$ cat src/rtl/floo_axis_link_pkg.sv
// Shared definitions for the AXIS serial-link endpoints.
// - HdrReq / HdrRsp: header bit values that select the NoC class of a beat.
// - axis_payload_t: layout of an AXIS beat, {hdr, flit_data}, at the default flit width.
// - credit_pulse_t: one-cycle credit return pulse, shared with the transmit-side credit counter.
package floo_axis_link_pkg;

  localparam int unsigned DefFlitDataWidth = 64;

  localparam logic HdrReq = 1'b0;
  localparam logic HdrRsp = 1'b1;

  typedef struct packed {
    logic                        hdr;
    logic [DefFlitDataWidth-1:0] flit_data;
  } axis_payload_t;

  typedef logic credit_pulse_t;

endpackage

$ cat src/rtl/floo_axis_class_fifo.sv
// Per-class flit buffer with registered full/empty and a credit pulse per drained flit.
// Ports:
//   clk_i, rst_i      clock, synchronous active-high reset
//   push_i, data_i    write strobe and payload (ignored while full)
//   full_o            registered full flag
//   valid_o, ready_i  head-of-queue handshake toward the NoC
//   data_o            head-of-queue payload
//   credit_o          high for the one cycle after each pop
module floo_axis_class_fifo
  import floo_axis_link_pkg::*;
#(
  parameter int unsigned DataWidth = 64,
  parameter int unsigned Depth     = 4
) (
  input  logic                 clk_i,
  input  logic                 rst_i,
  input  logic                 push_i,
  input  logic [DataWidth-1:0] data_i,
  output logic                 full_o,
  output logic                 valid_o,
  input  logic                 ready_i,
  output logic [DataWidth-1:0] data_o,
  output credit_pulse_t        credit_o
);

  localparam int unsigned AddrWidth = $clog2(Depth);
  localparam int unsigned CntW      = AddrWidth + 1;

  logic [DataWidth-1:0] mem [Depth];
  logic [AddrWidth-1:0] wr_ptr_q, rd_ptr_q;
  logic [CntW-1:0]      count_q, count_d;
  logic                 full_q, empty_q;
  credit_pulse_t        credit_q;
  logic                 push, pop;

  assign pop  = !empty_q && ready_i;
  assign push = push_i && !full_q;

  // NOTE: every variable assigned in always_comb gets a default first, so no path leaves it unassigned (no latch).
  always_comb begin
    count_d = count_q;
    unique case ({push, pop})
      2'b10:   count_d = count_q + CntW'(1);
      2'b01:   count_d = count_q - CntW'(1);
      default: count_d = count_q;
    endcase
  end

  // NOTE: sequential state uses non-blocking assignments so every flop samples pre-edge values.
  always_ff @(posedge clk_i) begin
    if (rst_i) begin
      wr_ptr_q <= '0;
      rd_ptr_q <= '0;
      count_q  <= '0;
      full_q   <= 1'b0;
      empty_q  <= 1'b1;
      credit_q <= 1'b0;
    end else begin
      if (push) wr_ptr_q <= wr_ptr_q + AddrWidth'(1);
      if (pop)  rd_ptr_q <= rd_ptr_q + AddrWidth'(1);
      count_q  <= count_d;
      // Flags are registered from the next count: a pop on a full buffer
      // only frees a slot for the beat presented in the following cycle.
      full_q   <= (count_d == CntW'(Depth));
      empty_q  <= (count_d == '0);
      credit_q <= pop;
    end
  end

  // NOTE: storage is not reset; the pointers and count already mark every entry invalid.
  always_ff @(posedge clk_i) begin
    if (push) mem[wr_ptr_q] <= data_i;
  end

  assign full_o   = full_q;
  assign valid_o  = !empty_q;
  assign data_o   = mem[rd_ptr_q];
  assign credit_o = credit_q;

endmodule

$ cat src/rtl/floo_axis_flit_demux.sv
// Receive-side AXIS link endpoint: splits {hdr, flit_data} beats into NoC req/rsp flit streams.
// Ports:
//   clk_i, rst_i                               clock, synchronous active-high reset
//   axis_tvalid_i, axis_tready_o, axis_tdata_i AXIS input, tdata = {hdr, flit_data}
//   req_valid_o, req_ready_i, req_data_o       req flit stream toward the NoC (hdr 0)
//   rsp_valid_o, rsp_ready_i, rsp_data_o       rsp flit stream toward the NoC (hdr 1)
//   credit_req_o, credit_rsp_o                 one pulse per flit handed to the NoC
//   req_cnt_o, rsp_cnt_o                       wrapping counts of flits accepted from AXIS
module floo_axis_flit_demux
  import floo_axis_link_pkg::*;
#(
  parameter int unsigned FlitDataWidth = DefFlitDataWidth,
  parameter int unsigned FifoDepth     = 4,
  parameter int unsigned CntWidth      = 16
) (
  input  logic                     clk_i,
  input  logic                     rst_i,
  input  logic                     axis_tvalid_i,
  output logic                     axis_tready_o,
  input  logic [FlitDataWidth:0]   axis_tdata_i,
  output logic                     req_valid_o,
  input  logic                     req_ready_i,
  output logic [FlitDataWidth-1:0] req_data_o,
  output logic                     rsp_valid_o,
  input  logic                     rsp_ready_i,
  output logic [FlitDataWidth-1:0] rsp_data_o,
  output logic                     credit_req_o,
  output logic                     credit_rsp_o,
  output logic [CntWidth-1:0]      req_cnt_o,
  output logic [CntWidth-1:0]      rsp_cnt_o
);

  logic                     hdr;
  logic [FlitDataWidth-1:0] flit_data;
  logic                     req_full, rsp_full, target_full;
  logic                     accept, push_req, push_rsp;
  logic [CntWidth-1:0]      req_cnt_q, rsp_cnt_q;
  credit_pulse_t            credit_req, credit_rsp;

  assign hdr       = axis_tdata_i[FlitDataWidth];
  assign flit_data = axis_tdata_i[FlitDataWidth-1:0];

  // tready depends only on registered full flags of the addressed class,
  // so a NoC ready never reaches the link side combinationally.
  assign target_full   = (hdr == HdrRsp) ? rsp_full : req_full;
  assign axis_tready_o = !rst_i && !target_full;

  assign accept   = axis_tvalid_i && axis_tready_o;
  assign push_req = accept && (hdr == HdrReq);
  assign push_rsp = accept && (hdr == HdrRsp);

  floo_axis_class_fifo #(
    .DataWidth (FlitDataWidth),
    .Depth     (FifoDepth)
  ) i_req_fifo (
    .clk_i    (clk_i),
    .rst_i    (rst_i),
    .push_i   (push_req),
    .data_i   (flit_data),
    .full_o   (req_full),
    .valid_o  (req_valid_o),
    .ready_i  (req_ready_i),
    .data_o   (req_data_o),
    .credit_o (credit_req)
  );

  floo_axis_class_fifo #(
    .DataWidth (FlitDataWidth),
    .Depth     (FifoDepth)
  ) i_rsp_fifo (
    .clk_i    (clk_i),
    .rst_i    (rst_i),
    .push_i   (push_rsp),
    .data_i   (flit_data),
    .full_o   (rsp_full),
    .valid_o  (rsp_valid_o),
    .ready_i  (rsp_ready_i),
    .data_o   (rsp_data_o),
    .credit_o (credit_rsp)
  );

  always_ff @(posedge clk_i) begin
    if (rst_i) begin
      req_cnt_q <= '0;
      rsp_cnt_q <= '0;
    end else begin
      if (push_req) req_cnt_q <= req_cnt_q + CntWidth'(1);
      if (push_rsp) rsp_cnt_q <= rsp_cnt_q + CntWidth'(1);
    end
  end

  assign req_cnt_o    = req_cnt_q;
  assign rsp_cnt_o    = rsp_cnt_q;
  assign credit_req_o = credit_req;
  assign credit_rsp_o = credit_rsp;

  a_req_stable : assert property (@(posedge clk_i) disable iff (rst_i)
    (req_valid_o && !req_ready_i) |=> $stable(req_data_o));
  a_rsp_stable : assert property (@(posedge clk_i) disable iff (rst_i)
    (rsp_valid_o && !rsp_ready_i) |=> $stable(rsp_data_o));
  a_req_no_push_full : assert property (@(posedge clk_i) disable iff (rst_i)
    push_req |-> !req_full);
  a_rsp_no_push_full : assert property (@(posedge clk_i) disable iff (rst_i)
    push_rsp |-> !rsp_full);

endmodule

$ cat config.mk
export PLATFORM = sky130hd
export DESIGN_NAME = floo_axis_flit_demux
export DESIGN_NICKNAME = d
export VERILOG_FILES = /design/src/rtl/floo_axis_link_pkg.sv /design/src/rtl/floo_axis_class_fifo.sv /design/src/rtl/floo_axis_flit_demux.sv
export SDC_FILE = /design/constraint.sdc
export NUM_CORES = 1
export LEC_CHECK = 0
export BUFFER_PORTS_ARGS = -buffer_cell sky130_fd_sc_hd__buf_2
export CORE_MARGIN = 1
export CORE_UTILIZATION = 60
export CTS_CLUSTER_SIZE = 20
export DETAILED_ROUTE_END_ITERATION = 8
export MAX_ROUTING_LAYER = met4
export PLACE_DENSITY = 0.81
export SYNTH_ARGS = -nofsm -noshare
export SYNTH_HDL_FRONTEND = slang
export SYNTH_SLANG_ARGS = --single-unit
$ cat constraint.sdc
create_clock -name clk_i -period 6.32 [get_ports clk_i]
set_input_delay 1.264 -clock clk_i [delete_from_list [all_inputs] [get_ports clk_i]]
set_output_delay 1.264 -clock clk_i [all_outputs]
set_load 0.005 [all_outputs]
==> key figures <==
Status
  • Status: finished, final reports clean

Yosys
  • Largest area contributor in the netlist: edfxtp_1
  • Synth top area share: around three quarters
  • Multiplexer share of the synthesized area: 14.0%
  • Yosys cell types: 39
  • Asr flop ratio synth: 0%
  • Most common cell in the netlist: edfxtp_1
  • Top cells by count, synth: 512 x edfxtp_1, 128 x mux4_2, 56 x dfxtp_1
  • #FFs+latches synth: 568
  • Sequential area share after synthesis: 79.1%
  • Primary FF master, synth: edfxtp_1
  • Combinational family with the most area after synthesis: multiplexers
  • Post-Syn Nets: 1,030
  • Number of enable flip-flop cells after synthesis: 512
  • Mean post-synth cell area: 22.1 sq um
  • Synth Area in Simple Gates: 3.00%
  • Post-Synth Adder-Cell Area: 0.911%
  • Synth warn: 0
  • Synth Instances: 946
  • Top post-synthesis cells by area: edfxtp_1 74%, mux4_2 14%, dfxtp_1 5.4%
  • Post-Syn Area: around 21,000 sq um
  • Post-synthesis compound-gate area fraction: less than 1%
  • Post-Synth XOR/XNOR Area: approximately 1.1%

STA
  • Max_slew headroom: 25.0%
  • Slew Viols, Final: 0
  • Setup Skew: between 0.02 and 0.03 ns
  • Final worst-path setup slack: 2.13 ns
  • Setup TNS: 0 ns
  • Fin crit share: 66.4%
  • Tmin final: approximately 4.2 ns
  • Fmax: between 200 and 250 MHz
  • Final hold violation count: 0
  • Slew @ Worst Pin: 1.12 ns
  • Final setup fails: 0
  • RSZ-0062 raised after global routing: no

Clock network
  • CTS tree: yes
  • Reg clk slew, reported paths: 0.06 ns
  • PostCTS Resize Cnt: 0
  • Postcts setup bufs: 0
  • Clock root buffer: clkbuf_16
  • Clock Path Buffers: 3
  • Clock buffer count from CTS: 53
  • Post-CTS Hold Fix Bufs: 0
  • # H-tree levels: 2
  • Sink Count: 568
  • Clk_lat worst skew: 0.58 ns

Critical path
  • R2r setup slk: about 3.2 ns
  • CP endpoint: rsp_data_o[0]
  • Crit Path Category: reg2out
  • Worst Setup Start Kind: flop
  • Critical path arrival: 2.93 ns
  • Worst r2r dst: i_req_fifo.full_o$_SDFF_PP0_
  • Worst Path Required: 5.06 ns
  • Max Fanout on Critical Path: 44
  • FF-to-FF Start: i_req_fifo.full_o$_SDFF_PP0_
  • R2R cell count: 8
  • Crit. End Element: primary output

Detailed routing
  • Final wirelength: 42.3 mm
  • Vias per cell: 5.97
  • DRT iter0 DRCs: ~950
  • DRC: 0
  • Via count: approximately 10,000
  • Initial DRT Pass Iterations: 5
  • Wire per inst: 25.0 um
  • Routed Antenna Nets: 0

Global routing
  • Total gr overflow: 0
  • Initial antenna violation count: 3
  • Largest net degree at the start of global routing: 65
  • First-pass GRT wire length: 63.3 mm
  • Total GRT Usage: 25.0%
  • Number of global-route vias before repair: 10,347

Final layout
  • Share of cells above drive strength 1: 36.8%
  • NumNets Final: 1,283
  • Synth-to-Final Area Change: 16.3%
  • Post-layout util: a little under three quarters

Floorplan
  • Core area: 33,900 sq um
  • # IOs: 235
  • Die Y: 188 um
  • Chip Width: 188 um
  • Initial Util: roughly three fifths
  • Die ar.: 35,500 sq um
  • Site Rows: 67

Placed design
  • Post-Place Worst Slack: 1.77 ns
  • Number of I/O port buffers: around 230
  • Dpl hpwl: between 20 and 25 mm
  • Routability cong.: 0.769

Flow run
  • Max_cap viols: 0

Min path
  • Min-Delay Path Class: reg2reg

Pwr
  • Tot Pwr: 0.00794 W
  • Leakage: a little over 8 nW
  • P per Cell Area: 327 nW/um^2
  • Max VDD drop: between 0.0002 and 0.00025 V
[placed cells by master (no fill, tap or decap), drive strengths merged, types with 8 or more instances in the layout]
cell      n
edfxtp  512
buf     237
mux4    128
clkbuf   64
dfxtp    56
nor2     32
nand2    27
clkinv   24
a21oi    21
xor2     15
inv      13
and2     13
ha       12
xnor2    11
nand4     9
nand3     8
o21ai     8
[registers in the layout, summed over array words and instances (netlist names), named ones only]
register and count:
i_req_fifo.credit_o 1, i_rsp_fifo.credit_o 1, i_req_fifo.wr_ptr_q 2, i_req_fifo.rd_ptr_q 2
req_cnt_o 16, i_req_fifo.mem 256, rsp_cnt_o 16, i_rsp_fifo.empty_q 1
i_req_fifo.count_q 3, i_rsp_fifo.wr_ptr_q 2, i_rsp_fifo.rd_ptr_q 2, i_rsp_fifo.full_o 1
i_rsp_fifo.count_q 3, i_rsp_fifo.mem 256, i_req_fifo.full_o 1, i_req_fifo.empty_q 1
[report_power, final]
group,internal (W),total (W),switching (W)
sequential,0.00414,0.00423,0.0000859
combinational,0.000271,0.000508,0.000237
clock,0.00187,0.00320,0.00133
[metrics by stage]
step	hold slack, ns	area (sq um)	std cells
after floorplan	0.453	20900	946
after global placement	0.448	22500	1592
after detailed placement	0.459	22500	1592
after CTS	0.473	24300	1691
after global routing	0.490	24300	1694
final	0.472	24300	1694
[per-layer routing]
layer | share of wire (%) | routed length [um] | global-route usage, %
met3 | 7.9 | 3350 | 5.79
met4 | 1.9 | 804 | 7.07
met5 | 0 | 0 | -
met1 | 40 | 16900 | 33.2
met2 | 50 | 21200 | 39.3
[cell type report]
type | instances | area (sq um)
inverters | 12 | 45.0
flip-flops and latches | 568 | 16500
diodes | 3 | 7.51
fillers | 1954 | 9600
well taps | 448 | 561
repair buffers | 237 | 1190
clock buffers | 64 | 1410
multi-input cells | 327 | 4190
clock inverters | 35 | 352
[critical path, cell delays in order (launching register included)]
cell and delay, ns:
dfxtp_4 1.02, buf_4 0.54, mux4_2 0.61, buf_2 0.15
[how the worst min path moves through the flow]
stage / from / endpoint / slack [ns] / cells past startpoint
2_1_floorplan: req_cnt_o[15]$_SDFFE_PP0N_ / req_cnt_o[15]$_SDFFE_PP0N_ / 0.45 / 1
3_3_place_gp: req_cnt_o[15]$_SDFFE_PP0N_ / req_cnt_o[15]$_SDFFE_PP0N_ / 0.45 / 1
3_5_place_dp: rsp_cnt_o[15]$_SDFFE_PP0N_ / rsp_cnt_o[15]$_SDFFE_PP0N_ / 0.46 / 1
4_1_cts: rsp_cnt_o[15]$_SDFFE_PP0N_ / rsp_cnt_o[15]$_SDFFE_PP0N_ / 0.47 / 1
5_1_grt: rsp_cnt_o[15]$_SDFFE_PP0N_ / rsp_cnt_o[15]$_SDFFE_PP0N_ / 0.49 / 1
6_report: req_cnt_o[15]$_SDFFE_PP0N_ / req_cnt_o[15]$_SDFFE_PP0N_ / 0.47 / 1
[logic make-up after synthesis]
logic type | count (synthesis)
buf+inv | 51
mux | 132
fa+ha+maj | 14
simple gates | 120
flops | 568
compound gates | 35
xor+xnor | 26
Power figures use the tool's default switching activity.
